$ cat src/rtl/seg_pkg.sv
// Seven-segment pattern constants and frame-state type shared by the encoder
// and decoder sides of the multiplexed display path.
package seg_pkg;

    // Active-low segment patterns, bit order {g,f,e,d,c,b,a}
    localparam logic [6:0] SEG_0     = 7'b1000000;
    localparam logic [6:0] SEG_1     = 7'b1111001;
    localparam logic [6:0] SEG_2     = 7'b0100100;
    localparam logic [6:0] SEG_3     = 7'b0110000;
    localparam logic [6:0] SEG_4     = 7'b0011001;
    localparam logic [6:0] SEG_5     = 7'b0010010;
    localparam logic [6:0] SEG_6     = 7'b0000010;
    localparam logic [6:0] SEG_7     = 7'b1111000;
    localparam logic [6:0] SEG_8     = 7'b0000000;
    localparam logic [6:0] SEG_9     = 7'b0010000;
    localparam logic [6:0] SEG_A     = 7'b0001000;
    localparam logic [6:0] SEG_B     = 7'b0000011;
    localparam logic [6:0] SEG_C     = 7'b1000110;
    localparam logic [6:0] SEG_D     = 7'b0100001;
    localparam logic [6:0] SEG_E     = 7'b0000110;
    localparam logic [6:0] SEG_F     = 7'b0001110;
    localparam logic [6:0] SEG_BLANK = 7'b1111111;

    typedef enum logic [1:0] {
        ST_IDLE    = 2'd0,
        ST_COLLECT = 2'd1,
        ST_PUBLISH = 2'd2
    } frame_state_t;

    // True when exactly one active-low digit select is asserted
    function automatic logic an_eligible(input logic [3:0] an);
        case (an)
            4'b1110, 4'b1101, 4'b1011, 4'b0111: an_eligible = 1'b1;
            default:                            an_eligible = 1'b0;
        endcase
    endfunction

    function automatic logic [1:0] an_slot(input logic [3:0] an);
        case (an)
            4'b1101: an_slot = 2'd1;
            4'b1011: an_slot = 2'd2;
            4'b0111: an_slot = 2'd3;
            default: an_slot = 2'd0;
        endcase
    endfunction

endpackage

$ cat src/rtl/seg_to_hex.sv
// Combinational seven-segment pattern to hex nibble decoder.
module seg_to_hex
    import seg_pkg::*;
(
    input  logic [6:0] i_seg,
    output logic [3:0] o_nibble,
    output logic       o_valid,
    output logic       o_blank
);

    always_comb begin
        o_nibble = '0;
        o_valid  = 1'b1;
        o_blank  = 1'b0;
        case (i_seg)
            SEG_0:     o_nibble = 4'h0;
            SEG_1:     o_nibble = 4'h1;
            SEG_2:     o_nibble = 4'h2;
            SEG_3:     o_nibble = 4'h3;
            SEG_4:     o_nibble = 4'h4;
            SEG_5:     o_nibble = 4'h5;
            SEG_6:     o_nibble = 4'h6;
            SEG_7:     o_nibble = 4'h7;
            SEG_8:     o_nibble = 4'h8;
            SEG_9:     o_nibble = 4'h9;
            SEG_A:     o_nibble = 4'hA;
            SEG_B:     o_nibble = 4'hB;
            SEG_C:     o_nibble = 4'hC;
            SEG_D:     o_nibble = 4'hD;
            SEG_E:     o_nibble = 4'hE;
            SEG_F:     o_nibble = 4'hF;
            SEG_BLANK: begin
                o_valid = 1'b0;
                o_blank = 1'b1;
            end
            default:   o_valid = 1'b0;
        endcase
    end

endmodule

$ cat src/rtl/seg_capture_decoder.sv
// Snoops a multiplexed 4-digit seven-segment bus, debounces each digit and
// publishes complete frames as a 16-bit hex word.
module seg_capture_decoder
    import seg_pkg::*;
#(
    parameter int unsigned STABLE_CYCLES = 4
) (
    input  logic        clk_in,
    input  logic        rst,
    input  logic [3:0]  an_in,
    input  logic [6:0]  seg_in,
    output logic [15:0] hex_out,
    output logic        frame_valid,
    output logic        bad_seg,
    output logic [7:0]  bad_cnt
);

    localparam logic [7:0] LP_STABLE = 8'(STABLE_CYCLES);

    logic [3:0]   r_an;
    logic [6:0]   r_seg;
    logic [7:0]   r_cnt;
    logic [15:0]  r_shadow;
    logic [3:0]   r_mask;
    logic [15:0]  r_hex;
    logic         r_bad_seg;
    logic [7:0]   r_bad_cnt;
    frame_state_t r_state;

    frame_state_t w_state_next;
    logic         w_eligible;
    logic         w_same;
    logic         w_capture;
    logic         w_good_cap;
    logic         w_bad_cap;
    logic [1:0]   w_slot;
    logic [3:0]   w_slot_bit;
    logic [3:0]   w_nibble;
    logic         w_valid;
    logic         w_blank;
    logic [15:0]  w_shadow_next;
    logic [3:0]   w_mask_next;

    seg_to_hex u_dec (
        .i_seg    (seg_in),
        .o_nibble (w_nibble),
        .o_valid  (w_valid),
        .o_blank  (w_blank)
    );

    assign w_eligible = an_eligible(an_in);
    assign w_same     = (an_in == r_an) && (seg_in == r_seg);
    assign w_slot     = an_slot(an_in);
    assign w_slot_bit = 4'b0001 << w_slot;

    // Fires only on the edge the counter climbs from STABLE-1 to STABLE
    assign w_capture  = w_eligible && w_same && (r_cnt == LP_STABLE - 8'd1);
    assign w_good_cap = w_capture && w_valid;
    assign w_bad_cap  = w_capture && !w_valid && !w_blank;

    always_comb begin
        w_shadow_next = r_shadow;
        if (w_good_cap) begin
            w_shadow_next[{w_slot, 2'b00} +: 4] = w_nibble;
        end
    end

    always_comb begin
        w_state_next = r_state;
        case (r_state)
            ST_IDLE: begin
                if (w_good_cap) w_state_next = ST_COLLECT;
            end
            ST_COLLECT: begin
                if (w_good_cap && ((r_mask | w_slot_bit) == 4'hF)) w_state_next = ST_PUBLISH;
            end
            ST_PUBLISH: begin
                w_state_next = w_good_cap ? ST_COLLECT : ST_IDLE;
            end
            default: w_state_next = ST_IDLE;
        endcase
    end

    // Mask is zero throughout PUBLISH, so a capture there starts a fresh frame
    always_comb begin
        w_mask_next = r_mask;
        if (w_state_next == ST_PUBLISH) begin
            w_mask_next = '0;
        end else if (w_good_cap) begin
            w_mask_next = r_mask | w_slot_bit;
        end
    end

    always_ff @(posedge clk_in) begin
        if (rst) begin
            r_an      <= '1;
            r_seg     <= '1;
            r_cnt     <= '0;
            r_shadow  <= '0;
            r_mask    <= '0;
            r_hex     <= '0;
            r_bad_seg <= 1'b0;
            r_bad_cnt <= '0;
            r_state   <= ST_IDLE;
        end else begin
            r_an      <= an_in;
            r_seg     <= seg_in;
            r_shadow  <= w_shadow_next;
            r_mask    <= w_mask_next;
            r_state   <= w_state_next;
            r_bad_seg <= w_bad_cap;

            if (!w_eligible) begin
                r_cnt <= '0;
            end else if (!w_same) begin
                r_cnt <= 8'd1;
            end else if (r_cnt != LP_STABLE) begin
                r_cnt <= r_cnt + 8'd1;
            end

            if (w_bad_cap && (r_bad_cnt != 8'hFF)) begin
                r_bad_cnt <= r_bad_cnt + 8'd1;
            end

            // Output word is loaded on the completing edge so it is visible
            // during the PUBLISH cycle alongside frame_valid
            if ((r_state == ST_COLLECT) && (w_state_next == ST_PUBLISH)) begin
                r_hex <= w_shadow_next;
            end
        end
    end

    assign hex_out     = r_hex;
    assign frame_valid = (r_state == ST_PUBLISH);
    assign bad_seg     = r_bad_seg;
    assign bad_cnt     = r_bad_cnt;

endmodule
$ cat config.mk
export PLATFORM = sky130hd
export DESIGN_NAME = seg_capture_decoder
export DESIGN_NICKNAME = d
export VERILOG_FILES = /design/src/rtl/seg_pkg.sv /design/src/rtl/seg_to_hex.sv /design/src/rtl/seg_capture_decoder.sv
export SDC_FILE = /design/constraint.sdc
export NUM_CORES = 1
export LEC_CHECK = 0
export BUFFER_PORTS_ARGS = -buffer_cell sky130_fd_sc_hd__buf_4
export CORE_MARGIN = 2
export CORE_UTILIZATION = 53
export DETAILED_ROUTE_END_ITERATION = 8
export PLACE_DENSITY = 0.76
export SETUP_SLACK_MARGIN = 0.02
export SYNTH_ARGS = -nofsm -noshare
export SYNTH_HDL_FRONTEND = slang
export SYNTH_HIERARCHICAL = 1
export SYNTH_SLANG_ARGS = --single-unit
$ cat constraint.sdc
create_clock -name clk_in -period 3.12 [get_ports clk_in]
set_input_delay 0.624 -clock clk_in [delete_from_list [all_inputs] [get_ports clk_in]]
set_output_delay 0.624 -clock clk_in [all_outputs]
set_load 0.02 [all_outputs]
Word-level counts from Yosys, hierarchy flattened. Cells that the tools add are included.

Add/sub/neg operators: 3. Multipliers: 0. Div/mod/pow operators: 0. Magnitude comparators: 0. Eq/ne operators: 30. Shifts and indexed selects: 3. Muxes and demuxes: 13. Bitwise logic cells: 3. Reductions and logical operators: 18.

Operator list (number): $pmux 4 s15 (1); $eq 7x7->1 const B (5); $eq 7x5->1 const B (3); $eq 7x6->1 const B (3); $add 8x1->8 const B (2); $bwmux 16 (1); $eq 4x4->1 const B (4); $mux 16 (1); $reduce_or 16->1 (1); $shift 4x6->16 const A (1); $shiftx 4x6->16 (1); $eq 7x2->1 const B (2); $eq 7x4->1 const B (2); $pmux 2 s3 (2); $logic_and 1x1->1 (9); $eq 8x2->1 const B (1); $ne 8x3->1 const B (1); $ne 8x8->1 const B (1); $eq 7x3->1 const B (1); $eq 7x7->1 (1); $logic_not 7->1 (1); $mux 1 (6); $neg 4->6 (1); $eq 2x2->1 const B (2); other kinds (13) (17).

Register bits after elaboration: 66. Latch bits: 0. Bits in writable memories: 0. Bits in read-only memories: 0. Input port bits: 13. Output and inout port bits: 26. Logic and storage cells: 80. Memories kept: 0.

Logic depth before layout (Yosys ltp). Gate-level depths: netlist of run 1.

Depth after elaboration: 11. Mapped depth: 12. Mapped depth without buffers: 9.

Cells and area by module. The synthesis of run 1 kept the hierarchy.

Modules (own cells, without submodules): seg_capture_decoder (instances 1, cells an instance 350, area an instance 3415.8 um2, sequential area each 1321.3 um2); seg_to_hex (instances 1, cells an instance 59, area an instance 381.6 um2, sequential area each 0.0 um2).

Worst setup path after synthesis of run 1. No wires, ideal clock.

Kind: input -> register. From: input port seg_in[3]. To: register r_bad_cnt[3], in the netlist bad_cnt[3]. Library setup time: 0.123 ns. Arrival: 3.065 ns. Required time: 2.997 ns. Setup slack: -0.069 ns. Stages: 12. Buffers on the path: 3. Cells stage by stage: buf_4 -> nor4b_1 -> o31ai_4 -> nand4_2 -> or3_1 -> clkbuf_1 -> nor2_1 -> nand3_1 -> or2_2 -> buf_1 -> nor4_2 -> mux2_1.

Longest elaborated chain between the ends: 7. Elaborated cells on any way between the ends: 29. Classes of those cells: eq/ne (17); mux (2); reduce/logical (10).

Ends and longest elaborated chain: from (decl) (line seg_capture_decoder.sv:11) `input logic [6:0] seg_in,`; $eq 7x7->1, or another cell as far along (line seg_to_hex.sv:15) `case (i_seg)`; $reduce_or 16->1 (no line) *; $mux 1 * (line seg_to_hex.sv:15); net w_valid (line seg_capture_decoder.sv:39) `logic w_valid;`; $logic_not 1->1 * (line seg_capture_decoder.sv:59) `assign w_bad_cap = w_capture && !w_valid && !w_blank;`; $logic_and 1x1->1 * (2 in a row) (line seg_capture_decoder.sv:59); $logic_and 1x1->1 * (line seg_capture_decoder.sv:121) `if (w_bad_cap && (r_bad_cnt != 8'hFF)) begin`; to (signal assigned) (line seg_capture_decoder.sv:122) `r_bad_cnt <= r_bad_cnt + 8'd1;`; to (decl) (line seg_capture_decoder.sv:27) `logic [7:0] r_bad_cnt;`.

Mark *: on every way through the listed nets, which the timed path passes. The rest lies on a longest branch. A chain may end at the register's enable or synchronous reset.

Worst setup path after layout of run 1.
From: input port seg_in[0]. To: register r_hex[1], in the netlist hex_out[1].

Elaborated cells on any way between the ends: 34. Classes of those cells: eq/ne (17); shift (1); mux (8); reduce/logical (8).

RTL lines: $eq 7x7->1, or another cell as far along (line seg_to_hex.sv:15); $reduce_or 16->1 (no line) *; $mux 1 * (line seg_to_hex.sv:15); net w_valid (line seg_capture_decoder.sv:39); $logic_and 1x1->1 * (line seg_capture_decoder.sv:58) `assign w_good_cap = w_capture && w_valid;`; $logic_and 1x1->1 (line seg_capture_decoder.sv:75) `if (w_good_cap && ((r_mask | w_slot_bit) == 4'hF)) w_state_next = ST_PUBLISH;`; $mux 2 (line seg_capture_decoder.sv:75); $pmux 2 s3 (line seg_capture_decoder.sv:70) `case (r_state)`; $eq 2x2->1 (line seg_capture_decoder.sv:127) `if ((r_state == ST_COLLECT) && (w_state_next == ST_PUBLISH)) begin`; $logic_and 1x1->1 (line seg_capture_decoder.sv:127); to (signal assigned) (line seg_capture_decoder.sv:128) `r_hex <= w_shadow_next;`; to (decl) (line seg_capture_decoder.sv:25) `logic [15:0] r_hex;`.

Marks and branches as above.

==> metrics.md, run 1 <==
| Metric | Value |
|---|---|
| Clk pwr share | `0.458` |
| Sequential power share | `0.446` |
| Post-CTS Setup Repair Bufs | `0` |
| Synth cell count leaders | `dfxtp_1, nor2_1, nor3_1` |
| PD cells | `about 420 nW/um2` |
| CP top delay family | `simple AND/OR/NAND/NOR gates` |
| Sw frac | `0.240` |
| Worst hold path type | `reg2reg` |
| Count leader, synth | `dfxtp_1` |
| Share of cells above drive strength 1 | `0.270` |
| Period utilisation layout | `0.896` |
| #FFs+latches synth | `66` |
| Post-DR vias/cell | `between 6 and 7` |
| Largest fanout on the critical path | `11` |
| Int Pwr | `1.45 mW` |
| PortBufs | `38` |
| GR Overflow Total | `0` |
| I/O Pins | `39` |
| Initial antenna violation count | `0` |
| R2R setup slack | `approximately 0.8 ns` |
| Initial Utilization | `0.553` |
| DRT iter0 DRCs | `around 280` |
| Post-layout min period | `approximately 2.8 ns` |
| Worst Setup Path Type | `in2reg` |
| Antenna cells | `0` |
| Multi-input gate area | `around 2300 um2` |
| Rows | `30` |
| Clk slew on worst S/H paths | `around 0.08 ns` |
| Worst Setup Start Kind | `input port` |
| VDD IR max | `0.233 mV` |
| Via count | `roughly 3400` |
| Final RePlAce weighted congestion | `0.926` |
| Slew Limit Fails | `0` |
| Average cell area after synthesis | `between 9 and 10 um2` |
| NumNets Final | `roughly 480` |
| CP max stage cell | `or4_4` |
| Total GRT Usage | `0.254` |
| Inserted Clock Buffers | `9` |
| Die Wd | `88.6 um` |
| CTS Root Cell | `clkbuf_8` |
| Worst-Margin Slew | `between 0.6 and 0.7 ns` |
| Synth cell types | `70` |
| Max_slew headroom | `0.596` |
| First-pass GRT wire length | `between 15000 and 20000 um` |
| Share of the synthesized area in the top cell type | `0.348` |
| Top cells by area, synth | `dfxtp_1, ha_1, xnor2_1` |
| Synth area leader | `dfxtp_1` |
| Fmax | `roughly 0.36 GHz` |
| CTS max path bufs | `2` |
| Die span in y | `88.6 um` |
| Post-route DRC violation count | `0` |
| Setup Skew | `~0.012 ns` |
| Number of global-route vias before repair | `about 3200` |
| Crit path cell chain | `buf_4 > buf_4 > nor3b_1 > a22oi_1 > o21ai_0 > or3_1 > nand4_1 > or4_4 > or2_1 > o2bb2ai_2` |
| Cell mode on critical path | `buf_4` |
| CTS Hold Buffers Added | `0` |
| H-Tree Depth | `3` |
| Mapped cell area | `roughly 3800 um2` |
| Sw Pwr | `0.460 mW` |
| Status | `finished, final reports clean` |
| Routed Antenna Nets | `0` |
| Fill cells | `around 580` |
| Fin. Hold Viols | `0` |
| Die area | `just under 8000 um2` |
| Largest net degree at the start of global routing | `35` |
| Syn Nets | `about 430` |
| DR WL/cell | `about 17 um` |
| TritonCTS clock tree | `done` |
| Hold Slack | `around 0.47 ns` |
| First-pass iteration count of the detailed router | `4` |
| Leakage | `about 1.6 nW` |
| Routed Wire Length | `9330 um` |
| CP endpoint kind | `flop` |
| Core outline area | `6870 um2` |
| Seq/Total Area, Yosys | `0.348` |
| Layout area overhead | `18.8%` |
| DP Wirelength | `approximately 6800 um` |
| Post-synth top flop | `dfxtp_1` |
| Gate Count Post-Synth | `between 400 and 500` |
| Comb pwr share | `0.096` |
| Clock Sinks | `between 60 and 70` |
| Post-CTS sizing | `0` |
| Max incr delay on CP | `just under 0.5 ns` |
| Synthesis Warnings | `6` |
| Post-synth EDFFs | `0` |
| FF/Latch Area | `1320 um2` |
| Total power | `around 1.9 mW` |
| WP data required | `roughly 3.4 ns` |
| Final setup fails | `0` |
| Buffers and inverters on the worst path | `2` |
| Worst EP arrival | `roughly 3.1 ns` |
| Fraction of registers with async set/reset | `0` |
| Max-cap violation count | `0` |
| Worst-skew pair later-pin latency | `about 0.36 ns` |
| RSZ-0062 raised after global routing | `no` |
==> path summary, 6_finish.rpt <==
| path | depth (start not counted) | start | endpoint |
|---|---|---|---|
| worst max-delay path | 10 | seg_in[0] | hex_out[1] |
| worst min-delay path | 1 | hex_out[4] | hex_out[4] |
| worst max register to register | 5 | r_seg[4] | hex_out[9] |
| worst min register to register | 1 | hex_out[4] | hex_out[4] |
==> sequential cells by signal, indices dropped and copies added, names as in the netlist <==
name and cells:
r_seg 7, bad_cnt 8, r_an 4, r_shadow 16, r_state 2, bad_seg 1
r_mask 4, hex_out 16, r_cnt 8
==> area by class of cell <==
type,count,share of cell area
Multi-Input combinational cell,304,0.508
Sequential cell,66,0.293
Timing Repair Buffer,63,0.105
Clock buffer,9,0.0275
Tap cell,96,0.0266
Clock inverter,7,0.0261
Inverter,17,0.0141
==> power by group through the flow <==
stage / registers [mW] / clock network, mW / logic, mW
after global placement: 0.874 / 0 / 0.177
after CTS: 0.854 / 0.887 / 0.181
after detailed placement: 0.874 / 0 / 0.181
after floorplan: 0.873 / 0 / 0.123
final: 0.854 / 0.876 / 0.183
after global routing: 0.855 / 0.923 / 0.200
==> layer usage <==
layer / GRT usage / up-vias / part of all wire
met3: 0.0485 / 20 / 0.056
met5: 0 / - / 0
met1: 0.326 / 1623 / 0.44
met2: 0.416 / 130 / 0.48
met4: 0.107 / 0 / 0.022
li1: - / 1637 / -
==> cell usage in the layout (no fill, tap or decap), types with 3 or more instances in the layout <==
| cell | synthesis | layout |
|---|---|---|
| a21bo_2 | 4 | 4 |
| a21oi_1 | 18 | 18 |
| a221o_1 | 3 | 3 |
| a22o_1 | 8 | 8 |
| a31oi_1 | 4 | 4 |
| and2_1 | 3 | 3 |
| and3_1 | 3 | 3 |
| buf_4 | 2 | 63 |
| bufinv_16 | 0 | 3 |
| clkbuf_8 | 0 | 9 |
| dfxtp_1 | 66 | 66 |
| ha_1 | 10 | 10 |
| inv_1 | 17 | 17 |
| mux2i_1 | 4 | 4 |
| nand2_1 | 15 | 15 |
| nand2b_1 | 6 | 6 |
| nand3_1 | 16 | 15 |
| nand4_1 | 13 | 13 |
| nand4b_1 | 4 | 4 |
| nor2_1 | 23 | 22 |
| nor2b_1 | 11 | 11 |
| nor3_1 | 20 | 20 |
| nor3b_1 | 3 | 3 |
| nor4_1 | 9 | 9 |
| nor4_4 | 4 | 4 |
| nor4b_1 | 5 | 5 |
| o211ai_1 | 5 | 5 |
| o21ai_0 | 15 | 15 |
| o2bb2ai_2 | 8 | 8 |
| o311a_1 | 3 | 3 |
| o31ai_1 | 5 | 5 |
| or2_2 | 13 | 13 |
| or3_1 | 3 | 3 |
| or4_1 | 6 | 6 |
| xnor2_1 | 14 | 14 |
| xor2_1 | 3 | 3 |
==> through the flow <==
stage	util	setup slack (ns)	setup TNS (ns)	cells	area, um2
floorplan	-	0.0247	0	409	3820
global placement	0.621	0.0588	0	546	4270
detailed placement	0.621	-0.0345	-0.228	546	4270
CTS	0.657	0.328	0	562	4510
global route	0.657	0.131	0	562	4510
finish	0.657	0.326	0	562	4510
==> logic make-up after synthesis <==
family | synth area share
xor gates and xnor gates | 0.0550
DFF | 0.348
muxes | 0.0194
and+or+nand+nor | 0.300
buffers and inverters | 0.0521
adders and majority gates | 0.0329
AOI/OAI and AO/OA | 0.192
==> worst register-to-register path: stages, from the launching register on <==
cell and delay (ns):
dfxtp_1 0.31, xnor2_1 0.26, nand3_1 0.23, or4_1 0.82, nor4_4 0.44, a221o_1 0.21
(Power assumes the default switching activity.)
==> inputs of run 2 (changes only) <==
Settings changed: CORE_UTILIZATION 53 to 40, PLACE_DENSITY 0.76 to 0.6.
==> metrics.md, run 2 (same netlist as run 1, synthesis figures left out) <==
| Metric | Value |
|---|---|
| Status | `finished, final reports clean (unchanged)` |
| Post-DR vias/cell | `5.56 (was 6.07)` |
| Inserted Clock Buffers | `9 (unchanged)` |
| Share of cells above drive strength 1 | `0.271 (was 0.270)` |
| Crit Reg-Reg Endpoint | `hex_out[10] (was hex_out[9])` |
| Initial Utilization | `0.411 (was 0.553)` |
| NumNets Final | `486 (was 484)` |
| Routed Antenna Nets | `0 (unchanged)` |
| RR Startpoint | `r_seg[4] (unchanged)` |
| Antenna cells | `0 (unchanged)` |
| GR Overflow Total | `0 (unchanged)` |
| VDD IR max | `0.204 mV (was 0.233 mV)` |
| Die span in y | `101 um (was 88.6 um)` |
| Most common cell after layout, fill and taps aside | `dfxtp_1 (unchanged)` |
| Post-Place Setup Slack | `-0.0251 ns (was -0.0345 ns)` |
| PortBufs | `38 (unchanged)` |
| H-Tree Depth | `3 (unchanged)` |
| Max_slew headroom | `0.634 (was 0.596)` |
| Setup Skew | `0.00754 ns (was 0.0116 ns)` |
| First-pass GRT wire length | `15500 um (was 15400 um)` |
| Worst-skew pair later-pin latency | `0.36 ns (about the same)` |
| Worst R2R Path Depth | `5 (unchanged)` |
| Commonest non-fill, non-tap cells in the layout | `dfxtp_1, buf_4, nor2_1 (unchanged)` |
| DP Wirelength | `7040 um (was 6750 um)` |
| TritonCTS clock tree | `done (unchanged)` |
| Setup crit start | `seg_in[3] (was seg_in[0])` |
| CTS Hold Buffers Added | `0 (unchanged)` |
| Worst-Margin Slew | `0.541 ns (was 0.600 ns)` |
| Initial antenna violation count | `0 (unchanged)` |
| Leakage | `1.64 nW (was 1.65 nW)` |
| CP max stage cell | `or3_1 (was or4_4)` |
| Post-CTS sizing | `0 (unchanged)` |
| Fin. Hold Viols | `0 (unchanged)` |
| Crit path cell chain | `buf_4 > and3_1 > a22oi_1 > o21ai_0 > or3_1 > nor2_4 > nand3_2 > or4_1 > nor2_1 > mux2_2 (was buf_4 > buf_4 > nor3b_1 > a22oi_1 > o21ai_0 > or3_1 > nand4_1 > or4_4 > or2_1 > o2bb2ai_2)` |
| RSZ-0062 raised after global routing | `no (unchanged)` |
| DRT iter0 DRCs | `154 (was 284)` |
| Final setup fails | `0 (unchanged)` |
| Rows | `35 (was 30)` |
| Period utilisation layout | `0.891 (was 0.896)` |
| I/O Pins | `39 (unchanged)` |
| CTS Root Cell | `clkbuf_8 (unchanged)` |
| Worst setup path end | `bad_cnt[5] (was hex_out[1])` |
| FF/Latch Area | `1320 um2 (unchanged)` |
| R2R setup slack | `0.88 ns (was 0.80 ns)` |
| CP endpoint kind | `flop (unchanged)` |
| Routed Wire Length | `9490 um (was 9330 um)` |
| Fmax | `0.360 GHz (was 0.358 GHz)` |
| WP data required | `3.37 ns (was 3.41 ns)` |
| Via count | `3318 (was 3410)` |
| Die Wd | `101 um (was 88.6 um)` |
| Crit path depth | `10 (unchanged)` |
| Core outline area | `9240 um2 (was 6870 um2)` |
| Total instance count after detailed placement | `581 (was 546)` |
| First-pass iteration count of the detailed router | `4 (unchanged)` |
| Multi-input gate area | `2290 um2 (unchanged)` |
| Largest net degree at the start of global routing | `35 (unchanged)` |
| Clock Sinks | `66 (unchanged)` |
| Worst Setup Start Kind | `input port (unchanged)` |
| Total GRT Usage | `0.193 (was 0.254)` |
| Clk slew on worst S/H paths | `0.08 ns (about the same)` |
| CTS max path bufs | `2 (unchanged)` |
| Hold Slack | `0.473 ns (was 0.471 ns)` |
| Number of global-route vias before repair | `3159 (was 3234)` |
| Worst EP arrival | `3.03 ns (was 3.08 ns)` |
| Worst Setup Path Type | `in2reg (unchanged)` |
| Worst hold path type | `reg2reg (unchanged)` |
| Non-filler cells, final | `597 (was 562)` |
| Max-cap violation count | `0 (unchanged)` |
| CP top delay family | `simple AND/OR/NAND/NOR gates (unchanged)` |
| Die area | `10300 um2 (was 7860 um2)` |
| Layout area overhead | `19.6% (was 18.8%)` |
| DR WL/cell | `15.9 um (was 16.6 um)` |
| PD cells | `409 nW/um2 (was 424 nW/um2)` |
| Slew Limit Fails | `0 (unchanged)` |
| Post-route DRC violation count | `0 (unchanged)` |
| Largest fanout on the critical path | `12 (was 11)` |
| Max incr delay on CP | `0.44 ns (was 0.49 ns)` |
| Post-CTS Setup Repair Bufs | `0 (unchanged)` |
| Post-layout min period | `2.78 ns (was 2.79 ns)` |
| Fill cells | `874 (was 581)` |
| Buffers and inverters on the worst path | `1 (was 2)` |
| Final WS setup | `0.339 ns (was 0.326 ns)` |
| Final RePlAce weighted congestion | `0.845 (was 0.926)` |
-- run 2: worst register-to-register path: cells and delay by family (launching register included) --
kind	cells	cell delay (ns)
AND/OR/NAND/NOR	3	1.39
flip-flops	1	0.32
XOR/XNOR	1	0.28
AO/OA/AOI/OAI	1	0.21
-- run 2: how the worst min path moves through the flow --
stage                  from           end  slack [ns]  cells after the start
2_1_floorplan  r_shadow[11]  r_shadow[11]        0.44                      1
3_3_place_gp     hex_out[5]    hex_out[5]        0.45                      1
3_5_place_dp      r_mask[0]     r_mask[0]        0.46                      1
4_1_cts         r_shadow[3]   r_shadow[3]        0.47                      2
5_1_grt          hex_out[2]    hex_out[2]        0.49                      1
6_report        r_shadow[0]   r_shadow[0]        0.47                      2
-- run 2: where the power goes --
part | switching [mW] | internal [mW] | total [mW]
clock network | 0.366 | 0.453 | 0.818
registers | 0.00417 | 0.850 | 0.854
logic | 0.110 | 0.0734 | 0.184
-- run 2: through the flow --
step                      total power, mW  area, um2  setup TNS (ns)  utilization
after floorplan                     0.996       3820               0            -
after global placement               1.05       4330               0        0.468
after detailed placement             1.06       4330         -0.0414        0.468
after CTS                            1.87       4540               0        0.492
after global routing                 1.92       4540               0        0.492
final                                1.86       4540               0        0.492
-- run 2: area by class of cell --
type | instances | share of cell area
clock buffer | 10 | 0.0281
inverter | 17 | 0.0140
timing repair buffer | 65 | 0.107
multi-input combinational | 304 | 0.504
clock inverter | 6 | 0.0198
sequential | 66 | 0.291
tap | 129 | 0.0355
-- run 2: metal layers --
metal,vias to the layer above,GRT usage,routed length [um]
met3,14,0.0407,437
met5,-,0,0
met2,76,0.321,4520
met4,0,0.0728,174
li1,1633,-,-
met1,1595,0.247,4360
==> inputs of run 3 (changes only) <==
Settings changed: REMOVE_ABC_BUFFERS from default to 1.
==> metrics.md, run 3 (same netlist as run 1, synthesis figures left out) <==
| Metric | Value |
|---|---|
| Post-layout min period | `2.85 ns (was 2.78 ns)` |
| CTS Hold Buffers Added | `0 (unchanged)` |
| Non-filler cells, final | `602 (was 597)` |
| Largest fanout on the critical path | `14 (was 12)` |
| DR WL/cell | `15.6 um (was 15.9 um)` |
| Total GRT Usage | `0.191 (was 0.193)` |
| Max incr delay on CP | `0.43 ns (was 0.44 ns)` |
| PD cells | `403 nW/um2 (was 409 nW/um2)` |
| Rows | `35 (unchanged)` |
| CP max stage cell | `or3_1 (unchanged)` |
| Fmax | `0.351 GHz (was 0.360 GHz)` |
| Largest net degree at the start of global routing | `36 (was 35)` |
| Cell mode on critical path | `nor2_1` |
| DP Area | `4370 um2 (was 4330 um2)` |
| VDD IR max | `0.265 mV (was 0.204 mV)` |
| Crit path cell chain | `buf_4 > and3b_1 > o31ai_4 > nand4_2 > or3_1 > nor2_1 > nand3_1 > or4_1 > nor2_1 > mux2_2 (was buf_4 > and3_1 > a22oi_1 > o21ai_0 > or3_1 > nor2_4 > nand3_2 > or4_1 > nor2_1 > mux2_2)` |
| Slew Limit Fails | `0 (unchanged)` |
| TritonCTS clock tree | `done (unchanged)` |
| H-Tree Depth | `3 (unchanged)` |
| Setup TNS Final | `0 ns (unchanged)` |
| Max_slew headroom | `0.661 (was 0.634)` |
| Die span in y | `101 um (unchanged)` |
| Routed Antenna Nets | `0 (unchanged)` |
| WP data required | `3.36 ns (was 3.37 ns)` |
| Initial Utilization | `0.411 (unchanged)` |
| Worst-Margin Slew | `0.501 ns (was 0.541 ns)` |
| Clk slew on worst S/H paths | `0.07 ns (was 0.08 ns)` |
| Leakage | `1.67 nW (was 1.64 nW)` |
| Share of cells above drive strength 1 | `0.273 (was 0.271)` |
| RSZ-0062 raised after global routing | `no (unchanged)` |
| Worst Setup Path Type | `in2reg (unchanged)` |
| Total power | `1.85 mW (was 1.86 mW)` |
| Worst Setup Start Kind | `input port (unchanged)` |
| Initial antenna violation count | `0 (unchanged)` |
| Post-DR vias/cell | `5.50 (was 5.56)` |
| Die area | `10300 um2 (unchanged)` |
| Most common cell after layout, fill and taps aside | `buf_4 (was dfxtp_1)` |
| Setup Skew | `0.00957 ns (was 0.00754 ns)` |
| I/O Pins | `39 (unchanged)` |
| Via count | `3311 (was 3318)` |
| NumNets Final | `492 (was 486)` |
| CTS Root Cell | `clkbuf_8 (unchanged)` |
| Post-CTS sizing | `0 (unchanged)` |
| Inserted Clock Buffers | `9 (unchanged)` |
| First-pass iteration count of the detailed router | `4 (unchanged)` |
| Total instance count after detailed placement | `587 (was 581)` |
| Worst hold path type | `reg2reg (unchanged)` |
| Core outline area | `9240 um2 (unchanged)` |
| Post-CTS Setup Repair Bufs | `0 (unchanged)` |
| DP Wirelength | `6960 um (was 7040 um)` |
| Layout area overhead | `20.9% (was 19.6%)` |
| Fill cells | `879 (was 874)` |
| CP top delay family | `simple AND/OR/NAND/NOR gates (unchanged)` |
| Hold Slack | `0.468 ns (was 0.473 ns)` |
| CP endpoint kind | `flop (unchanged)` |
| Finished layout cell area | `4590 um2 (was 4540 um2)` |
| Post-Place Setup Slack | `-0.116 ns (was -0.0251 ns)` |
| PortBufs | `38 (unchanged)` |
| Routed Wire Length | `9370 um (was 9490 um)` |
| Status | `finished, final reports clean (unchanged)` |
| GR Overflow Total | `0 (unchanged)` |
| DRT iter0 DRCs | `160 (was 154)` |
| Clock Sinks | `66 (unchanged)` |
| Buffers and inverters on the worst path | `1 (unchanged)` |
| Die Wd | `101 um (unchanged)` |
| Antenna cells | `0 (unchanged)` |
| CTS max path bufs | `2 (unchanged)` |
| Final setup fails | `0 (unchanged)` |
| First-pass GRT wire length | `15500 um (about the same)` |
| Period utilisation layout | `0.914 (was 0.891)` |
| Number of global-route vias before repair | `3125 (was 3159)` |
| Worst EP arrival | `3.09 ns (was 3.03 ns)` |
| Max-cap violation count | `0 (unchanged)` |
| Final RePlAce weighted congestion | `0.856 (was 0.845)` |
| Post-route DRC violation count | `0 (unchanged)` |
| Worst-skew pair later-pin latency | `0.34 ns (was 0.36 ns)` |
| Final WS setup | `0.269 ns (was 0.339 ns)` |
| Fin. Hold Viols | `0 (unchanged)` |
| Final core utilization | `0.497 (was 0.492)` |
| Commonest non-fill, non-tap cells in the layout | `buf_4, dfxtp_1, nor2_1 (was dfxtp_1, buf_4, nor2_1)` |
run 3: layer usage:
layer	global-route usage	share of wire	wire length [um]
met1	0.255	0.48	4530
met2	0.306	0.47	4400
met3	0.0435	0.038	352
met4	0.0624	0.010	97
met5	0	0	0
run 3: final cells by class:
class	count	area, um2	share of cell area
well taps	129	161	0.0352
repair buffers	71	546	0.119
inverters	17	63.8	0.0139
clock buffers	13	159	0.0346
multi-input cells	304	2280	0.496
flip-flops and latches	66	1320	0.288
clock inverters	2	60.1	0.0131
run 3: worst paths after layout:
path	slack [ns]	cells past startpoint	startpoint	end
min	0.47	1	hex_out[4]	hex_out[4]
max reg2reg	0.91	7	r_cnt[0]	hex_out[14]
min reg2reg	0.47	1	hex_out[4]	hex_out[4]
max	0.27	10	seg_in[0]	bad_cnt[5]
run 3: report_power, final:
| part | switching [mW] | internal, mW | leakage (nW) | total, mW |
|---|---|---|---|---|
| Clock | 0.319 | 0.491 | 0.110 | 0.809 |
| Combinational | 0.111 | 0.0750 | 1.03 | 0.186 |
| Sequential | 0.00410 | 0.850 | 0.535 | 0.855 |
| Total | 0.433 | 1.42 | 1.67 | 1.85 |
run 3: worst register-to-register path: stages (launching register included):
cell and delay [ns]:
dfxtp_1 0.36, ha_1 0.25, nor4b_4 0.36, nand3_1 0.26, or2_2 0.38, or2_1 0.26
buf_12 0.16, o2bb2ai_2 0.12
